==> src/rtl/m31_pkg.sv <==
// Shared M31 field definitions: modulus, canonical-form helper and the
// operand loader state encoding.
package m31_pkg;

    // Field modulus p = 2^31 - 1
    localparam logic [30:0] M31_P = 31'h7FFF_FFFF;

    // Loader FSM states
    typedef enum logic [0:0] {
        FILL = 1'b0,
        FULL = 1'b1
    } loader_state_t;

    // Reduce a raw 31-bit word to [0, p): only all-ones (== p == 0 mod p) needs folding
    function automatic logic [30:0] m31_canonical(input logic [30:0] word);
        logic [30:0] result;
        if (word == M31_P) begin
            result = 31'h0000_0000;
        end else begin
            result = word;
        end
        return result;
    endfunction

endpackage

==> src/rtl/m31_canonicalize.sv <==
// Combinational single-word reducer into canonical M31 form. The all-ones
// word is congruent to zero and is mapped to zero; every other word passes.
module m31_canonicalize
    import m31_pkg::*;
#(
    parameter int WORD_WIDTH = 31
) (
    input  logic [WORD_WIDTH-1:0] word_in,
    output logic [WORD_WIDTH-1:0] word_out
);

    generate
        if (WORD_WIDTH == 31) begin : g_m31
            assign word_out = m31_canonical(word_in);
        end else begin : g_generic
            assign word_out = (word_in == {WORD_WIDTH{1'b1}}) ? {WORD_WIDTH{1'b0}} : word_in;
        end
    endgenerate

endmodule

==> src/rtl/vector_operand_loader.sv <==
// Operand loader feeding vector_dot_product: collects (a, b) lane pairs over
// a valid/ready stream into two register banks, zero-pads short vectors
// terminated by in_last, and holds the banks until the consumer drains them.
module vector_operand_loader
    import m31_pkg::*;
#(
    parameter int WORD_WIDTH  = 31,
    parameter int VECTOR_SIZE = 16
) (
    input  logic                               clk,
    input  logic                               reset,
    input  logic                               in_valid,
    output logic                               in_ready,
    input  logic [WORD_WIDTH-1:0]              in_a,
    input  logic [WORD_WIDTH-1:0]              in_b,
    input  logic                               in_last,
    output logic [WORD_WIDTH-1:0]              vec1 [0:VECTOR_SIZE-1],
    output logic [WORD_WIDTH-1:0]              vec2 [0:VECTOR_SIZE-1],
    output logic                               out_valid,
    input  logic                               out_ready,
    output logic [$clog2(VECTOR_SIZE+1)-1:0]   out_len
);

    localparam int IDX_W = $clog2(VECTOR_SIZE);
    localparam int LEN_W = $clog2(VECTOR_SIZE + 1);

    localparam logic [IDX_W-1:0]      IDX_ZERO  = {IDX_W{1'b0}};
    localparam logic [IDX_W-1:0]      IDX_ONE   = IDX_W'(1);
    localparam logic [IDX_W-1:0]      IDX_LAST  = IDX_W'(VECTOR_SIZE - 1);
    localparam logic [LEN_W-1:0]      LEN_ZERO  = {LEN_W{1'b0}};
    localparam logic [LEN_W-1:0]      LEN_ONE   = LEN_W'(1);
    localparam logic [WORD_WIDTH-1:0] LANE_ZERO = {WORD_WIDTH{1'b0}};

    loader_state_t           state_r;
    loader_state_t           state_s;
    logic [IDX_W-1:0]        idx_r;
    logic [IDX_W-1:0]        idx_s;
    logic [LEN_W-1:0]        len_r;
    logic [LEN_W-1:0]        len_s;
    logic                    in_ready_r;
    logic                    out_valid_r;
    logic                    accept_s;
    logic                    drain_s;
    logic [WORD_WIDTH-1:0]   a_canon_s;
    logic [WORD_WIDTH-1:0]   b_canon_s;
    logic [VECTOR_SIZE-1:0]  lane_we_s;
    logic [WORD_WIDTH-1:0]   vec1_r [0:VECTOR_SIZE-1];
    logic [WORD_WIDTH-1:0]   vec2_r [0:VECTOR_SIZE-1];

    m31_canonicalize #(
        .WORD_WIDTH (WORD_WIDTH)
    ) u_canon_a (
        .word_in  (in_a),
        .word_out (a_canon_s)
    );

    m31_canonicalize #(
        .WORD_WIDTH (WORD_WIDTH)
    ) u_canon_b (
        .word_in  (in_b),
        .word_out (b_canon_s)
    );

    // Next-state, lane index and length decode; handshakes resolved from state only
    always_comb begin
        state_s  = state_r;
        idx_s    = idx_r;
        len_s    = len_r;
        accept_s = 1'b0;
        drain_s  = 1'b0;
        case (state_r)
            FILL: begin
                if (in_valid) begin
                    accept_s = 1'b1;
                    idx_s    = idx_r + IDX_ONE;
                    if (in_last || (idx_r == IDX_LAST)) begin
                        state_s = FULL;
                        len_s   = LEN_W'(idx_r) + LEN_ONE;
                    end else begin
                        state_s = FILL;
                    end
                end else begin
                    state_s = FILL;
                end
            end
            FULL: begin
                if (out_ready) begin
                    drain_s = 1'b1;
                    state_s = FILL;
                    idx_s   = IDX_ZERO;
                    len_s   = LEN_ZERO;
                end else begin
                    state_s = FULL;
                end
            end
            default: begin
                state_s = FILL;
                idx_s   = IDX_ZERO;
                len_s   = LEN_ZERO;
            end
        endcase
    end

    // One-hot lane write enables from the current fill index
    genvar g;
    generate
        for (g = 0; g < VECTOR_SIZE; g = g + 1) begin : g_lane
            assign lane_we_s[g] = accept_s && (idx_r == IDX_W'(g));
            assign vec1[g]      = vec1_r[g];
            assign vec2[g]      = vec2_r[g];
        end
    endgenerate

    // State, index, length and registered handshake flags
    always_ff @(posedge clk or negedge reset) begin
        if (!reset) begin
            state_r     <= FILL;
            idx_r       <= IDX_ZERO;
            len_r       <= LEN_ZERO;
            in_ready_r  <= 1'b1;
            out_valid_r <= 1'b0;
        end else begin
            state_r     <= state_s;
            idx_r       <= idx_s;
            len_r       <= len_s;
            in_ready_r  <= (state_s == FILL);
            out_valid_r <= (state_s == FULL);
        end
    end

    // Operand banks: cleared on drain, written one lane per accepted beat
    always_ff @(posedge clk or negedge reset) begin
        if (!reset) begin
            for (int i = 0; i < VECTOR_SIZE; i++) begin
                vec1_r[i] <= LANE_ZERO;
                vec2_r[i] <= LANE_ZERO;
            end
        end else if (drain_s) begin
            for (int i = 0; i < VECTOR_SIZE; i++) begin
                vec1_r[i] <= LANE_ZERO;
                vec2_r[i] <= LANE_ZERO;
            end
        end else begin
            for (int i = 0; i < VECTOR_SIZE; i++) begin
                if (lane_we_s[i]) begin
                    vec1_r[i] <= a_canon_s;
                    vec2_r[i] <= b_canon_s;
                end
            end
        end
    end

    assign in_ready  = in_ready_r;
    assign out_valid = out_valid_r;
    assign out_len   = len_r;

endmodule

==> config.mk <==
export PLATFORM = sky130hd
export DESIGN_NAME = vector_operand_loader
export DESIGN_NICKNAME = d
export VERILOG_FILES = /design/src/rtl/m31_pkg.sv /design/src/rtl/m31_canonicalize.sv /design/src/rtl/vector_operand_loader.sv
export SDC_FILE = /design/constraint.sdc
export NUM_CORES = 1
export LEC_CHECK = 0
export CAP_MARGIN = 20
export CORE_AREA = 5 5 411 413
export DETAILED_ROUTE_END_ITERATION = 8
export DIE_AREA = 0 0 416 418
export SKIP_LAST_GASP = 1
export SLEW_MARGIN = 20
export SYNTH_ARGS = -nofsm -noshare
export SYNTH_HDL_FRONTEND = slang
export SYNTH_SLANG_ARGS = --single-unit
export TNS_END_PERCENT = 50
==> constraint.sdc <==
create_clock -name clk -period 3.6 [get_ports clk]
set_clock_uncertainty 0.2 [all_clocks]
set_input_delay 0.9 -clock clk [delete_from_list [all_inputs] [get_ports clk]]
set_output_delay 0.9 -clock clk [all_outputs]
set_load 0.03 [all_outputs]
==> results.toml, run 1 <==
[sta]
report.final.setup_viol = 0
rsz0062_at_grt = "false"
final_max_slew_viol_count = 0
tightest_slew_ns = 0.963
slew_headroom = 0.358
min_period_ns = 3.41
clock.fmax_mhz = 293
tns_ns = 0
timing.final.crit_share = 0.948
hold_viol_final = 0

[grt]
grt_use_total = 0.191
grt_first_pass_wirelength_um = 245000
antenna_found_initial = 6
grt_pass1_vias = 32400
gr-total-overflow = 0
grt_max_degree = 125

[power_and_ir_drop]
p_per_area_nw_per_um2 = 672
p_seq_frac = 0.377
power_switching_uw = 13800
p_int_uw = 24400
p_comb_frac = 0.320
swShare = 0.362
clockPowerShare = 0.303
power_leakage_uw = 0.0240
ir_drop_mv = 0.447

[yosys]
netlist_instances = 3540
yosysSeqAreaShare = 0.655
ys_warn_count = 0
synth.top_cell.area_share = 0.654
netlist-cell-type-count = 34
ys_ff_latch = 1003
yosys-top-cells-area = "dfrtp_1 65%, nand3_1 13%, o21ai_0 9.1%, o21ai_1 3.8%, clkbuf_1 2.4%"
yosys.area.top_type = "dfrtp_1"
syn_avg_cell_area_um2 = 10.8
syn_nets = 3611
syn_area_um2 = 38300

[finish]
final_cells = 6858
fin_util = 0.346
areaGrowthSynthToFinish_pct = 48.5
fin_nets = 4646
fillers = 16400
drive_above_1_share = 0.111

[clock_tree]
cts.sinks = 1003
clk_pin_slew_ns = 0.06
cts_tree = "done"
htreeDepth = 3
cts-root-buf = "clkbuf_16"
clkLatencyLatePin_ns = 0.74
clk_path_buf_depth = 3
numCtsBuffers = 108

[route]
drtIter0Drc = 3095
wl_um = 174000
viasPerCell = 4.82
drt_pre_antenna_iters = 6
post_drt_wl_per_cell_um = 25.4
postRouteAntennaNets = 0
vias = 33000
drc = 0

[placement]
io_buffers = 1065
routabilityCongestion = 0.857
hpwl_um = 126000
place_inst = 6653

[setup_path]
max_stage_delay_ns = 0.87
cpMaxStageDelayCell = "clkdlybuf4s50_1"
r2r_slack_ns = 0.90
path_cells = "clkdlybuf4s50_1"
crit_cells = 1
worstPathBufferInverterCount = 1
critical_path_class = "reg -> out"
endpoint = "out_valid"
crit_family = "buffers and inverters"
required_ns = 2.50
critPathLaunchType = "flip-flop"
endpoint_kind = "primary output"
arrival_ns = 2.31
regToRegStartpoint = "out_valid"
r2r-end = "vec1[67]"
r2r.worst_path.cells = 6
path_max_fanout = 16
crit_start = "out_valid"

[floorplanning]
rows = 149
die-area_um2 = 174000
die_w_um = 416
start_util = 0.233
ios = 1066
core_um2 = 164000
die_h_um = 418

[hold_path]
hold_class = "reg -> reg"

[flow_run]
drv_cap = 0

[run_status]
status = "complete, no violations"
==> registers in the layout, indices dropped and copies added (netlist names) <==
| register | cells |
|---|---|
| vec1 | 496 |
| idx_r | 4 |
| out_len | 5 |
| out_valid | 1 |
| vec2 | 496 |
| in_ready | 1 |
==> synthesized netlist by cell type, drive strengths merged <==
| cell type | instances |
|---|---|
| a21o | 2 |
| a22o | 2 |
| and2 | 2 |
| and3 | 1 |
| and4b | 1 |
| and4bb | 2 |
| buf | 154 |
| clkbuf | 244 |
| dfrtp | 1002 |
| dfstp | 1 |
| ha | 4 |
| inv | 6 |
| mux2 | 1 |
| nand2 | 25 |
| nand3 | 995 |
| nand4 | 22 |
| nor2 | 2 |
| nor2b | 1 |
| nor3 | 2 |
| nor4b | 1 |
| o211ai | 2 |
| o21ai | 1049 |
| o22ai | 2 |
| o31ai | 9 |
| or4 | 4 |
| xnor2 | 1 |
| xor2 | 3 |
==> power by group through the flow <==
stage	Clock [uW]	Combinational (uW)	Sequential, uW
final	11600	12200	14400
after global routing	12300	12800	14600
after CTS	11900	12400	14400
after detailed placement	0	12400	14600
after global placement	0	12300	14500
after floorplan	0	2170	18300
==> kinds of logic after synthesis <==
| group | count (synthesis) | share of synthesized area |
|---|---|---|
| buffers and inverters | 404 | 0.0474 |
| XOR/XNOR | 4 | 0.000914 |
| multiplexers | 1 | 0.000294 |
| AO/OA/AOI/OAI | 1066 | 0.156 |
| flip-flops | 1003 | 0.655 |
| AND/OR/NAND/NOR | 1058 | 0.140 |
| adder cells (fa/ha/maj) | 4 | 0.00131 |
==> how the worst min path moves through the flow <==
| stage | startpoint | end | cells after the start |
|---|---|---|---|
| after floorplan | idx_r[1] | idx_r[1] | 1 |
| after global placement | out_len[2] | out_len[2] | 1 |
| after detailed placement | out_len[2] | out_len[2] | 1 |
| after CTS | out_len[3] | out_len[3] | 1 |
| after global routing | out_len[2] | out_len[2] | 1 |
| final | vec2[324] | vec2[324] | 2 |
==> per-stage QoR <==
| stage | power, uW | area, um^2 | hold slack, ns | setup slack, ns |
|---|---|---|---|---|
| after CTS | 38700 | 56900 | 0.297 | 0.106 |
| after global routing | 39800 | 56900 | 0.306 | 0.0800 |
| final | 38300 | 56900 | 0.294 | 0.188 |
| after global placement | 26800 | 53200 | 0.269 | -0.0475 |
| after detailed placement | 27000 | 53200 | 0.278 | -0.0499 |
| after floorplan | 20400 | 38300 | 0.354 | 1.06 |
==> final cells by class <==
cell class / count / area, um^2 / share of cell area
Sequential cell: 1003 / 25100 / 0.441
Timing Repair Buffer: 1323 / 13800 / 0.242
Tap cell: 2189 / 2740 / 0.0481
Clock buffer: 163 / 3210 / 0.0564
Inverter: 6 / 22.5 / 0.000396
Multi-Input combinational cell: 2133 / 11600 / 0.204
Antenna cell: 6 / 15.0 / 0.000264
Clock inverter: 35 / 504 / 0.00886
==> layout by cell type, fill, tap and decap left out, drive strengths merged, types with 8 or more instances in the layout <==
cell,count
buf,258
nand3,995
nand4,22
o31ai,9
inv,8
o21ai,1049
clkdlybuf4s50,1064
dfrtp,1002
bufinv,8
nand2,25
clkbuf,163
clkinv,22
==> metal layers <==
| metal | routed length, um | global-route usage | vias up |
|---|---|---|---|
| li1 | - | - | 14700 |
| met1 | 69200 | 0.237 | 16600 |
| met2 | 83600 | 0.315 | 1388 |
| met3 | 12200 | 0.0460 | 342 |
| met4 | 8790 | 0.0887 | 0 |
| met5 | 0 | 0 | - |
==> worst register-to-register path: stages, from the launching register on <==
cell and delay [ns]:
dfrtp_1 0.71, and4b_1 0.27, buf_4 0.20, nand2_4 0.13, buf_4 0.42, nand3_1 0.28
o21ai_0 0.32
==> timing repair <==
action / CTS / global route
hold buffers: 1 / 0
resized for setup: 0 / 0
setup buffers: 0 / 0
hold endpoints to repair: 29 / 0
Note: power is estimated with default switching activity, not from simulation.
==> run 2, diff against run 1 <==
CTS_CLUSTER_DIAMETER = 40   (was not set)
==> results.toml, run 2 (synthesis results as in run 1) <==
[finish]
drive_above_1_share = 0.131
layout_common_cells = "1064 x clkdlybuf4s50_1, 1002 x dfrtp_1, 995 x nand3_1, 696 x o21ai_0, 291 x o21ai_1"
mostFrequentLayoutCell = "clkdlybuf4s50_1"
fin_nets = 4694
final_area_um2 = 58900
areaGrowthSynthToFinish_pct = 53.5
fin_util = 0.358

[sta]
rsz0062_at_grt = "false"
min_period_ns = 3.43
clock.fmax_mhz = 291
tightest_slew_ns = 0.945
report.final.setup_viol = 0
tns_ns = 0
slew_headroom = 0.370
final_max_slew_viol_count = 0
timing.final.crit_share = 0.954
hold_viol_final = 0

[placement]
routabilityCongestion = 0.857
io_buffers = 1065
hpwl_um = 126000
place_area_um2 = 53200

[floorplanning]
start_util = 0.233
core_um2 = 164000
die_w_um = 416
rows = 149
ios = 1066
die_h_um = 418
die-area_um2 = 174000

[setup_path]
critPathLaunchType = "flip-flop"
arrival_ns = 2.33
critical_path_class = "reg -> out"
required_ns = 2.50
endpoint_kind = "primary output"
max_stage_delay_ns = 0.87
path_max_fanout = 16
worstPathBufferInverterCount = 1
path_cells = "clkdlybuf4s50_1"
cpMaxStageDelayCell = "clkdlybuf4s50_1"
crit_family = "buffers and inverters"

[clock_tree]
cts_resized = 0
cts_tree = "done"
clk_path_buf_depth = 3
postCtsSetupRepairBufs = 0
cts-root-buf = "clkbuf_16"
htreeDepth = 4
clkLatencyLatePin_ns = 0.76
numCtsBuffers = 156
clk_pin_slew_ns = 0.05
cts_hold_buf = 1
cts.sinks = 1003

[route]
wl_um = 175000
viasPerCell = 4.82
drt_pre_antenna_iters = 5
vias = 33500
drtIter0Drc = 3263
post_drt_wl_per_cell_um = 25.2
drc = 0
postRouteAntennaNets = 0

[grt]
grt_use_total = 0.193
grt_first_pass_wirelength_um = 247000
grt_pass1_vias = 33100
grt_max_degree = 125
gr-total-overflow = 0
antenna_found_initial = 9

[power_and_ir_drop]
power_leakage_uw = 0.0249
p_total_uw = 42800
ir_drop_mv = 0.508
p_per_area_nw_per_um2 = 727

[run_status]
status = "complete, no violations"

[hold_path]
hold_class = "reg -> reg"

[flow_run]
drv_cap = 0
-- run 2: metal layers --
layer  track usage  vias to the layer above  share of wire
li1              -                    14900              -
met1         0.234                    16800           0.39
met2         0.317                     1424           0.48
met3        0.0528                      384          0.075
met4        0.0933                        2          0.053
met5             0                        -       0.000074
-- run 2: final cells by class --
type / count / area, um^2
Tap cell: 2189 / 2740
Inverter: 6 / 22.5
Fill cell: 16200 / 106000
Antenna cell: 5 / 12.5
Multi-Input combinational cell: 2133 / 11600
Clock buffer: 193 / 4340
Sequential cell: 1003 / 25100
Timing Repair Buffer: 1323 / 13800
Clock inverter: 96 / 1300
-- run 2: stage by stage --
step	hold WS, ns	setup slack [ns]	std cells
5_1_grt	0.304	0.0538	6945
6_report	0.293	0.165	6948
3_3_place_gp	0.269	-0.0475	6653
4_1_cts	0.295	0.0954	6943
2_1_floorplan	0.354	1.06	3540
3_5_place_dp	0.278	-0.0499	6653
-- run 2: where the power goes --
part	total (uW)	switching (uW)	leakage (uW)	internal, uW
Clock	16100	5920	0.00271	10200
Sequential	14400	1220	0.0138	13200
Combinational	12200	7770	0.00840	4470
Total	42800	14900	0.0249	27900
-- run 2: final timing paths --
kind / startpoint / slack [ns] / to / cells past startpoint
max: out_valid / 0.17 / out_valid / 1
min: vec2[324] / 0.29 / vec2[324] / 2
max reg2reg: out_valid / 0.89 / vec1[67] / 6
min reg2reg: vec2[324] / 0.29 / vec2[324] / 2
max in group asynchronous: reset / 1.57 / vec1[267] / 3
min in group asynchronous: reset / 0.56 / vec1[129] / 2
==> run 3, diff against run 2 <==
CELL_PAD_IN_SITES_DETAIL_PLACEMENT = 0   (was not set)
CELL_PAD_IN_SITES_GLOBAL_PLACEMENT = 1   (was not set)
CTS_CLUSTER_DIAMETER = 50   (was 40)
PLACE_DENSITY_LB_ADDON = 0.1   (was not set)
SLEW_MARGIN = 30   (was 20)
==> results.toml, run 3 (synthesis results as in run 1) <==
[sta]
worst_slack_ns = 0.433
tns_ns = 0
final_max_slew_viol_count = 0
whs_ns = 0.277
hold_viol_final = 0
rsz0062_at_grt = "false"
report.final.setup_viol = 0
tightest_slew_ns = 0.805
clock.fmax_mhz = 316
timing.final.crit_share = 0.880
min_period_ns = 3.17
slew_headroom = 0.464

[placement]
routabilityCongestion = 0.794
io_buffers = 1065
place_inst = 6627
hpwl_um = 140000
dp_slack_ns = -0.000966

[clock_tree]
clk_pin_slew_ns = 0.05
cts-root-buf = "clkbuf_16"
clkLatencyLatePin_ns = 0.75
cts.sinks = 1003
htreeDepth = 4
cts_resized = 0
numCtsBuffers = 149
clk_path_buf_depth = 3
cts_tree = "done"

[finish]
areaGrowthSynthToFinish_pct = 52.6
fin_nets = 4661
mostFrequentLayoutCell = "clkdlybuf4s50_1"
layout_common_cells = "1064 x clkdlybuf4s50_1, 1002 x dfrtp_1, 995 x nand3_1, 696 x o21ai_0, 291 x o21ai_1"
final_cells = 6909
fillers = 16700
drive_above_1_share = 0.123

[grt]
grt_max_degree = 125
grt_use_total = 0.216
gr-total-overflow = 0
grt_pass1_vias = 32200
antenna_found_initial = 23
grt_first_pass_wirelength_um = 269000

[route]
drtIter0Drc = 2199
postRouteAntennaNets = 0
wl_um = 194000
drc = 0
vias = 32200
drt_pre_antenna_iters = 5
post_drt_wl_per_cell_um = 28.1
viasPerCell = 4.65

[setup_path]
crit_family = "buffers and inverters"
r2r_slack_ns = 1.13
r2r.worst_path.cells = 6
arrival_ns = 2.07
critical_path_class = "reg -> out"
crit_start = "in_ready"
regToRegStartpoint = "idx_r[0]"
path_cells = "clkdlybuf4s50_1"
cpMaxStageDelayCell = "clkdlybuf4s50_1"
r2r-end = "vec1[351]"
max_stage_delay_ns = 0.80
critPathLaunchType = "flip-flop"
path_max_fanout = 1
worstPathBufferInverterCount = 1
endpoint_kind = "primary output"
required_ns = 2.50

[hold_path]
worstHoldStart = "out_len[2]"
min_path_cells = 1
hold_class = "reg -> reg"
min_to = "out_len[2]"

[floorplanning]
die_w_um = 416
die_h_um = 418
die-area_um2 = 174000
ios = 1066
start_util = 0.233
core_um2 = 164000
rows = 149

[flow_run]
drv_cap = 0

[power_and_ir_drop]
power_leakage_uw = 0.0248
ir_drop_mv = 0.451
p_per_area_nw_per_um2 = 724

[run_status]
status = "complete, no violations"
## run 3: layout make-up
class	instances	area, um^2	share of cell area
clock buffer	195	4220	0.0722
sequential	1003	25100	0.429
clock inverter	80	1070	0.0183
timing repair buffer	1297	13800	0.236
multi-input combinational	2133	11600	0.198
antenna	6	15.0	0.000256
tap	2189	2740	0.0468
inverter	6	22.5	0.000385
## run 3: worst max path at each step
stage | to | cells past startpoint
finish | in_ready | 1
global route | in_ready | 1
CTS | in_ready | 1
detailed placement | vec2[489] | 7
global placement | vec2[272] | 7
floorplan | vec2[186] | 6
## run 3: per-layer routing
layer | vias to the layer above | GRT usage | part of all wire | routed length (um)
met3 | 215 | 0.0596 | 0.062 | 12000
met1 | 16200 | 0.263 | 0.41 | 79500
met5 | - | 0 | 0 | 0
met4 | 0 | 0.0712 | 0.034 | 6520
li1 | 14800 | - | - | -
met2 | 917 | 0.370 | 0.50 | 96400
## run 3: through the flow
step / utilization / total power [uW] / cell area (um^2)
2_1_floorplan: - / 20400 / 38300
3_3_place_gp: 0.324 / 27300 / 53200
3_5_place_dp: 0.324 / 27400 / 53200
4_1_cts: 0.356 / 43000 / 58500
5_1_grt: 0.356 / 44100 / 58500
6_report: 0.356 / 42400 / 58500
## run 3: timing repair
action / CTS / global route
hold endpoints to repair: 15 / 0
hold buffers: 1 / 0
buffers inserted: 0 / 0
## run 3: power by group
group / switching (uW) / total (uW) / internal [uW]
logic: 8150 / 12600 / 4480
registers: 1140 / 14400 / 13200
clock network: 5820 / 15400 / 9570
